`config.mk`:
```
export PLATFORM = sky130hd
export DESIGN_NAME = aes_run_sequencer
export DESIGN_NICKNAME = d
export VERILOG_FILES = /design/src/rtl/aes_run_sequencer.sv
export SDC_FILE = /design/constraint.sdc
export NUM_CORES = 1
export LEC_CHECK = 0
export ABC_CLOCK_PERIOD_IN_PS = 6300
export CAP_MARGIN = 20
export CORE_ASPECT_RATIO = 1.2
export CORE_MARGIN = 2
export CORE_UTILIZATION = 30
export CTS_BUF_LIST = sky130_fd_sc_hd__clkbuf_16
export DETAILED_ROUTE_END_ITERATION = 10
export GPL_TIMING_DRIVEN = 0
export SLEW_MARGIN = 25
export SYNTH_ARGS = -nofsm -noshare
export SYNTH_HDL_FRONTEND = slang
export SYNTH_SLANG_ARGS = --single-unit
```
`constraint.sdc`:
```
create_clock -name TOP_Clk -period 6.3 [get_ports TOP_Clk]
set_input_delay 0.63 -clock TOP_Clk [delete_from_list [all_inputs] [get_ports TOP_Clk]]
set_output_delay 0.63 -clock TOP_Clk [all_outputs]
set_load 0.01 [all_outputs]
```
`src/rtl/aes_run_sequencer.sv`:
```
// Run sequencer for the AES-256 core: launches incrementing-plaintext runs,
// drives a scope trigger per run, and tallies pass/fail/timeout results.
module aes_run_sequencer #(
  parameter logic [15:0]  NUM_RUNS   = 16'd1000,
  parameter logic [7:0]   TRIG_DELAY = 8'd0,
  parameter logic [7:0]   TRIG_WIDTH = 8'd8,
  parameter logic [7:0]   GAP_CYCLES = 8'd16,
  parameter logic [7:0]   TIMEOUT    = 8'd255,
  parameter logic [127:0] PT_SEED    = 128'h0
) (
  input  logic         TOP_Clk,
  input  logic         TOP_ResetAll,
  input  logic         enable,
  input  logic         core_done,
  input  logic         core_match,
  output logic         core_start,
  output logic [127:0] pt_out,
  output logic         trigger,
  output logic [15:0]  run_count,
  output logic [15:0]  fail_count,
  output logic         CompareFlag_p,
  output logic         timeout_err,
  output logic         all_done
);

  typedef enum logic [2:0] {
    S_IDLE,
    S_LAUNCH,
    S_WAIT,
    S_GAP,
    S_DONE
  } state_e;

  state_e         state_q;
  logic           en_q;
  logic [7:0]     wait_q;
  logic [7:0]     wait_d;
  logic [7:0]     gap_q;
  logic           start_q;
  logic [127:0]   pt_q;
  logic [15:0]    run_q;
  logic [15:0]    fail_q;
  logic [15:0]    fail_d;
  logic           flag_q;
  logic           terr_q;
  logic           done_q;
  logic [8:0]     tcnt_q;
  logic [8:0]     tcnt_d;
  logic           trig_q;

  assign wait_d = wait_q + 8'd1;
  assign fail_d = (fail_q == 16'hFFFF) ? fail_q : fail_q + 16'd1;

  always_ff @(posedge TOP_Clk) begin
    if (TOP_ResetAll) begin
      state_q <= S_IDLE;
      en_q    <= 1'b0;
      wait_q  <= 8'd0;
      gap_q   <= 8'd0;
      start_q <= 1'b0;
      pt_q    <= PT_SEED;
      run_q   <= 16'd0;
      fail_q  <= 16'd0;
      flag_q  <= 1'b0;
      terr_q  <= 1'b0;
      done_q  <= 1'b0;
    end else begin
      en_q    <= enable;
      start_q <= 1'b0;
      flag_q  <= (run_q != 16'd0) && (fail_q == 16'd0);
      unique case (state_q)
        S_IDLE: begin
          if (en_q) begin
            state_q <= S_LAUNCH;
            start_q <= 1'b1;
            run_q   <= 16'd0;
            fail_q  <= 16'd0;
            terr_q  <= 1'b0;
            flag_q  <= 1'b0;
            pt_q    <= PT_SEED;
          end
        end
        S_LAUNCH: begin
          wait_q  <= 8'd0;
          state_q <= S_WAIT;
        end
        S_WAIT: begin
          wait_q <= wait_d;
          // a done on the timeout cycle still counts as a real answer
          if (core_done) begin
            run_q   <= run_q + 16'd1;
            if (!core_match) fail_q <= fail_d;
            gap_q   <= 8'd0;
            state_q <= S_GAP;
          end else if (wait_d == TIMEOUT) begin
            run_q   <= run_q + 16'd1;
            fail_q  <= fail_d;
            terr_q  <= 1'b1;
            gap_q   <= 8'd0;
            state_q <= S_GAP;
          end
        end
        S_GAP: begin
          if (gap_q == GAP_CYCLES - 8'd1) begin
            pt_q <= pt_q + 128'd1;
            if (NUM_RUNS != 16'd0 && run_q == NUM_RUNS) begin
              state_q <= S_DONE;
              done_q  <= 1'b1;
            end else if (!en_q) begin
              state_q <= S_IDLE;
            end else begin
              state_q <= S_LAUNCH;
              start_q <= 1'b1;
            end
          end else begin
            gap_q <= gap_q + 8'd1;
          end
        end
        S_DONE: begin
          if (!en_q) begin
            state_q <= S_IDLE;
            done_q  <= 1'b0;
          end
        end
        default: state_q <= S_IDLE;
      endcase
    end
  end

  // window counts down from DELAY+WIDTH; high while it sits in 1..WIDTH
  always_comb begin
    tcnt_d = 9'd0;
    if (state_q == S_LAUNCH) begin
      tcnt_d = {1'b0, TRIG_DELAY} + {1'b0, TRIG_WIDTH};
    end else if (tcnt_q != 9'd0) begin
      tcnt_d = tcnt_q - 9'd1;
    end
  end

  always_ff @(posedge TOP_Clk) begin
    if (TOP_ResetAll) begin
      tcnt_q <= 9'd0;
      trig_q <= 1'b0;
    end else begin
      tcnt_q <= tcnt_d;
      trig_q <= (tcnt_d != 9'd0) && (tcnt_d <= {1'b0, TRIG_WIDTH});
    end
  end

  assign core_start    = start_q;
  assign pt_out        = pt_q;
  assign trigger       = trig_q;
  assign run_count     = run_q;
  assign fail_count    = fail_q;
  assign CompareFlag_p = flag_q;
  assign timeout_err   = terr_q;
  assign all_done      = done_q;

endmodule

```
==> results of run 1 <==
==> registers in the layout, summed over array words and instances, names as in the netlist <==
name,cells
wait_q,8
run_count,16
CompareFlag_p,1
pt_out,128
all_done,1
core_start,1
gap_q,8
state_q,3
trigger,1
en_q,1
timeout_err,1
fail_count,16
tcnt_q,9
==> how the worst min path moves through the flow <==
stage	start	endpoint	cells past startpoint
detailed placement	tcnt_q[0]$_SDFF_PP0_	tcnt_q[0]$_SDFF_PP0_	1
global route	tcnt_q[0]$_SDFF_PP0_	tcnt_q[0]$_SDFF_PP0_	1
CTS	tcnt_q[0]$_SDFF_PP0_	tcnt_q[0]$_SDFF_PP0_	1
finish	tcnt_q[0]$_SDFF_PP0_	tcnt_q[0]$_SDFF_PP0_	1
global placement	tcnt_q[0]$_SDFF_PP0_	tcnt_q[0]$_SDFF_PP0_	1
floorplan	tcnt_q[0]$_SDFF_PP0_	tcnt_q[0]$_SDFF_PP0_	1
==> layer usage <==
metal  share of wire, %  wire length, um  GRT usage, %  vias to the layer above
li1                   -                -             -                     4964
met3                5.8             1900          3.07                       45
met1                 44            14400          24.1                     4836
met5                  0                0             0                        -
met4                2.2              725          6.72                        0
met2                 48            15700          31.4                      365
==> cell usage after synthesis (3+ instances only) <==
library cell	n
dfxtp_1	194
nor2_1	150
nand2_1	126
nand3_1	75
a21oi_1	72
xnor2_1	69
o21ai_0	62
nand4_1	58
nor4_1	55
clkbuf_1	46
or3_1	44
nor3_1	36
inv_1	34
or4_1	24
and3_1	22
xor2_1	17
o31ai_1	16
a31oi_1	13
and2_1	12
and4_1	10
ha_1	10
mux2i_1	8
o21a_1	7
buf_1	6
nor3b_1	6
o211ai_1	6
buf_2	5
or2_2	5
a311oi_1	4
a41oi_1	4
nor2b_1	4
nor4b_1	4
a22oi_1	3
nand3b_1	3
nor4_2	3
o311ai_0	3
==> through the flow <==
step | utilization, % | worst slack (ns)
detailed placement | 37.0 | 2.87
global placement | 36.9 | 2.86
floorplan | - | 3.83
finish | 38.7 | 2.96
CTS | 38.6 | 2.98
global route | 38.7 | 2.68
==> cell families after synthesis <==
family	synth area share, %
DFF	39.1
muxes	1.03
buffers and inverters	3.50
adders and majority gates	1.26
xor gates and xnor gates	7.58
and+or+nand+nor	35.0
AOI/OAI and AO/OA	12.5
==> final cells by class <==
type / count / area, um2
fillers: 3374 / 20200
multi-input cells: 972 / 5720
flip-flops and latches: 194 / 3880
repair buffers: 169 / 1690
well taps: 412 / 515
clock buffers: 17 / 425
plain buffers: 57 / 220
inverters: 34 / 128
clock inverters: 15 / 124
==> critical path, stage by stage, from the launching register on <==
cell      delay, ns
dfxtp_1        0.32
clkbuf_1       0.20
nor2_1         0.27
nand3b_1       0.35
nand2_1        0.33
clkbuf_1       0.60
clkbuf_1       0.56
buf_1          0.46
nor2_1         0.10
==> power groups by stage <==
stage	Combinational (mW)	Sequential [mW]	Clock [mW]
global placement	0.279	1.30	0
global route	0.323	1.28	1.12
floorplan	0.206	1.30	0
detailed placement	0.286	1.30	0
finish	0.287	1.28	1.05
CTS	0.289	1.28	1.07
==> summary.md, run 1 <==
| Metric | Value |
|---|---|
| Die area | `34600 um2` |
| ANT cells | `0` |
| Placed cell areas | `around 12000 um2` |
| Post-CTS Setup Bufs | `0` |
| Commonest non-fill, non-tap cells in the layout | `194 x dfxtp_1, 169 x clkdlybuf4s50_1, 150 x nor2_1` |
| Psw | `0.743 mW` |
| TritonCTS clock tree | `built` |
| Hold_buf cts | `0` |
| Setup slack, reg-to-reg | `2.96 ns` |
| Clock Power Share | `40.3%` |
| RSZ-0062 raised after global routing | `false` |
| CTS Sinks | `between 150 and 200` |
| Final WL | `32600 um` |
| Final Cell Area | `12700 um2` |
| Total grt overflow | `0` |
| CP startpoint | `state_q[2]$_SDFFE_PP0P_` |
| Max-slew violations | `0` |
| Crit-path max FO | `10` |
| Final Hold Fails | `0` |
| Internal power | `1.88 mW` |
| Min Hold Slack | `0.477 ns` |
| Nets | `1460` |
| Register share of total power | `between 40% and 50%` |
| Reg clk slew, reported paths | `0.09 ns` |
| Worst-Margin Slew | `0.927 ns` |
| RR Startpoint | `state_q[2]$_SDFFE_PP0P_` |
| Total of max-cap violations | `0` |
| # setup viols final | `0` |
| Synth async-reset ratio | `0%` |
| Dominant cells by area after synthesis | `dfxtp_1 39%, xnor2_1 6.1%, nor2_1 5.7%` |
| Slew margin rel. | `between 30% and 40%` |
| Initial Utilization | `30.2%` |
| Syn_nets | `1272` |
| GRT Util Overall | `18.7%` |
| Routed Antenna Nets | `0` |
| YS warnings | `0` |
| Status | `complete, no violations` |
| Synth Register Bits | `between 150 and 200` |
| Fin cells | `approximately 1900` |
| Fraction of final layout cells sized beyond drive strength 1 | `3.98%` |
| Maximum clock path buffer count | `2` |
| Max Fclk | `0.300 GHz` |
| Rows | `73` |
| Worst r2r path cells | `8` |
| CTS resizes | `0` |
| Setup Skew | `approximately 0.025 ns` |
| Final worst path period need | `3.34 ns` |
| Setup_tns | `0 ns` |
| DR WL/cell | `17.5 um` |
| Seq/Total Area, Yosys | `39.1%` |
| Cts bufs inserted | `17` |
| Number of vias per cell | `5.46` |
| Die width | `170 um` |
| Yosys top cell area share | `39.1%` |
| Cell area after synthesis | `9940 um2` |
| Post-DP HPWL | `24500 um` |
| Die height | `203 um` |
| Post-synth top area cell | `dfxtp_1` |
| Lkg Pwr | `~3.8 nW` |
| Core box area | `32900 um2` |
| CP required | `6.61 ns` |
| Comb power frac | `11.0%` |
| Period utilization | `a little over half` |
| CTS root buf | `clkbuf_16` |
| Antenna violations before repair | `0` |
| Max VDD drop | `0.130 mV` |
| Most common cell after layout, fill and taps aside | `dfxtp_1` |
| Port Buffers | `169` |
| First-pass GRT wire length | `51500 um` |
| End of the critical path | `pt_out[60]$_SDFFE_PP0P_` |
| Crit path DAT | `3.65 ns` |
| Reg2Reg Capture Point | `pt_out[60]$_SDFFE_PP0P_` |
| Post-synthesis area per instance | `7.91 um2` |
| Number of global-route vias before repair | `9425` |
| Pwr Density | `206 nW/um2` |
| Number of distinct library cells after synthesis | `66` |
| Via Count | `roughly 10000` |
| H-tree levels | `4` |
| Sw Share | `between 20 and 30%` |
| Startpoint types | `register` |
| Setup Crit Path Kind | `reg2reg` |
| IO Pins | `170` |
| Post-synth EDFFs | `0` |
| Design Power | `around 2.6 mW` |
| Clk Latency, worst-skew pair | `0.46 ns` |
| DRC | `0` |
| GPL Wtd Cong | `about 0.9` |
| Number of instances in the placed design | `1838` |
| Post-synthesis cell count | `1257` |
| Drt pass-1 iters | `5` |
| Synth Flop Type | `dfxtp_1` |
| Synthesis-to-finish area growth | `27.9%` |
| Critical Path End Type | `register` |
| Initial DRC Count | `797` |
| Largest net degree at the start of global routing | `19` |
| Hold crit path type | `reg2reg` |
No activity file was read; power rests on OpenSTA's default activity.
==> run 2, diff against run 1 <==
--- a/config.mk
+++ b/config.mk
@@ -5,7 +5,7 @@
 export SDC_FILE = /design/constraint.sdc
 export NUM_CORES = 1
 export LEC_CHECK = 0
-export ABC_CLOCK_PERIOD_IN_PS = 6300
+export ABC_CLOCK_PERIOD_IN_PS = 3440
 export CAP_MARGIN = 20
 export CORE_ASPECT_RATIO = 1.2
 export CORE_MARGIN = 2
==> constraint.sdc (replaced) <==
create_clock -name TOP_Clk -period 3.44 [get_ports TOP_Clk]
set_input_delay 0.344 -clock TOP_Clk [delete_from_list [all_inputs] [get_ports TOP_Clk]]
set_output_delay 0.344 -clock TOP_Clk [all_outputs]
set_load 0.01 [all_outputs]
==> run 2 against run 1 <==
Clock skew fell by 0.0053 ns; count of clock-buffer cells in the layout did not move; fmax rose by 4.5%; cell area rose by 0.12%; cell count barely moved; first-iteration DRC count fell by 6.8%; clock power rose by 84%; setup slack got worse by 2.7 ns; sequential share of layout area barely moved; die area did not move; non-clock buffer count rose by 1; sequential cell count did not move.
==> summary.md, run 2 (synthesized netlist as in run 1, its figures left out) <==
| Metric | Value |
|---|---|
| Hold Startpoint | `enable` |
| Die width | `170 um` |
| Setup slack, reg-to-reg | `0.25 ns` |
| Max Fclk | `0.313 GHz` |
| Worst r2r path cells | `7` |
| Critical Path End Type | `register` |
| DR WL/cell | `17.5 um` |
| Slew margin rel. | `between 30% and 40%` |
| ANT cells | `0` |
| Via Count | `between 10000 and 15000` |
| Most common cell after layout, fill and taps aside | `dfxtp_1` |
| Cts bufs inserted | `17` |
| Final Core Density | `around two fifths` |
| Met3 Use GR | `just over 3%` |
| DRC | `0` |
| Final WL | `32700 um` |
| Period utilization | `92.8%` |
| Post-DP HPWL | `24500 um` |
| GPL Wtd Cong | `0.884` |
| Number of vias per cell | `5.47` |
| Number of global-route vias before repair | `9425` |
| Placed cell areas | `12200 um2` |
| Setup Crit Path Kind | `reg2reg` |
| Final worst path period need | `roughly 3.2 ns` |
| Max FFs per register | `128` |
| Rows | `between 70 and 80` |
| Initial DRC Count | `743` |
| # setup viols final | `0` |
| Status | `complete, no violations` |
| Startpoint types | `register` |
| Drt pass-1 iters | `5` |
| Min Hold Slack | `0.461 ns` |
| Reg2Reg Capture Point | `pt_out[97]$_SDFFE_PP0P_` |
| H-tree levels | `4` |
| Maximum clock path buffer count | `2` |
| Nets | `roughly 1500` |
| Crit path largest cell delay | `a little over 0.8 ns` |
| Routed Antenna Nets | `0` |
| Final Hold Fails | `0` |
| Cell-by-cell listing of the critical path | `nand4_1 > nor2_1 > o2111ai_1 > clkbuf_1 > nor3_1 > a31oi_1 > o21a_1` |
| GRT Util Overall | `18.7%` |
| CTS root buf | `clkbuf_16` |
| Fraction of final layout cells sized beyond drive strength 1 | `4.18%` |
| Setup Skew | `between 0.02 and 0.025 ns` |
| Core box area | `32900 um2` |
| Die area | `between 30000 and 40000 um2` |
| Reg clk slew, reported paths | `~0.07 ns` |
| Crit-path max FO | `10` |
| Worst-Margin Slew | `0.932 ns` |
| CTS Sinks | `between 150 and 200` |
| IO Pins | `170` |
| First-pass GRT wire length | `roughly 51000 um` |
| GRT met2 Usage | `31.4%` |
| Total of max-cap violations | `0` |
| Antenna violations before repair | `0` |
| Max VDD drop | `0.239 mV` |
| Hold depth | `2` |
| FF/Latch Area | `3880 um2` |
| Fillers | `3375` |
| Setup_tns | `0 ns` |
| RR Startpoint | `pt_out[14]$_SDFFE_PP0P_` |
| Crit path DAT | `between 3 and 4 ns` |
| CP required | `3.78 ns` |
| Die height | `203 um` |
| Hold crit path type | `in2reg` |
| Most Used Layer, Global Route | `met2` |
| Lkg Pwr | `3.79 nW` |
| Total grt overflow | `0` |
| Pwr Density | `377 nW/um2` |
| TritonCTS clock tree | `built` |
| Critical-path top delay cell | `nor3_1` |
| Largest net degree at the start of global routing | `19` |
| Max-slew violations | `0` |
| RSZ-0062 raised after global routing | `false` |
| Commonest non-fill, non-tap cells in the layout | `194 x dfxtp_1, 169 x clkdlybuf4s50_1, 150 x nor2_1` |
| Clk Latency, worst-skew pair | `0.45 ns` |
| Initial Utilization | `30.2%` |
| Final Cell Area | `12700 um2` |
| Multi-input gate area | `between 5000 and 6000 um2` |
| Port Buffers | `approximately 170` |
| Met1 usage | `between 20% and 30%` |
| Synthesis-to-finish area growth | `28.0%` |
| Hold EP | `en_q$_SDFF_PP0_` |
## run 2: where the power goes
part | internal (mW) | total, mW | switching [mW]
Combinational | 0.195 | 0.525 | 0.330
Clock | 0.948 | 1.93 | 0.982
Sequential | 2.29 | 2.34 | 0.0464
Total | 3.44 | 4.79 | 1.36
## run 2: critical path: cells and delay by family (launching register included)
kind                   cells  cell delay, ns
flip-flops                 1            0.49
buffers and inverters      1            0.35
AND/OR/NAND/NOR            3            1.51
AO/OA/AOI/OAI              3            0.73
## run 2: worst max-delay path by stage
| stage | startpoint | end | slack [ns] | cells past startpoint |
|---|---|---|---|---|
| finish | pt_out[14]$_SDFFE_PP0P_ | pt_out[97]$_SDFFE_PP0P_ | 0.25 | 7 |
| global route | gap_q[0]$_SDFFE_PP0P_ | pt_out[104]$_SDFFE_PP0P_ | 0.06 | 11 |
| CTS | state_q[2]$_SDFFE_PP0P_ | pt_out[81]$_SDFFE_PP0P_ | 0.12 | 8 |
| detailed placement | state_q[2]$_SDFFE_PP0P_ | pt_out[77]$_SDFFE_PP0P_ | 0.11 | 8 |
| global placement | state_q[2]$_SDFFE_PP0P_ | pt_out[73]$_SDFFE_PP0P_ | 0.13 | 8 |
| floorplan | gap_q[0]$_SDFFE_PP0P_ | pt_out[100]$_SDFFE_PP0P_ | 0.97 | 11 |
## run 2: area by class of cell
class | instances | area share [%]
multi-input combinational | 972 | 45.0
sequential | 194 | 30.5
timing repair buffer | 170 | 13.4
tap | 412 | 4.05
clock buffer | 17 | 3.34
buffer | 57 | 1.74
inverter | 34 | 1.00
clock inverter | 15 | 0.973
## run 2: per-stage QoR
stage | cells | setup slack, ns | power [mW]
5_1_grt | 1871 | 0.0592 | 4.99
3_5_place_dp | 1838 | 0.106 | 2.91
2_1_floorplan | 1257 | 0.965 | 2.76
4_1_cts | 1870 | 0.116 | 4.83
3_3_place_gp | 1838 | 0.129 | 2.90
6_report | 1871 | 0.247 | 4.79
## run 2: layer usage
layer  wire, um  part of all wire, %  up-vias
met3       1720                  5.3       55
met1      14500                   44     4861
li1           -                    -     4970
met4        784                  2.4        0
met5          0                    0        -
met2      15700                   48      344
## run 2: what timing repair did
item	4_1_cts	5_1_grt
setup buffers	0	1
setup endpoints to repair	0	36
hold buffers	0	0
resized for setup	0	3
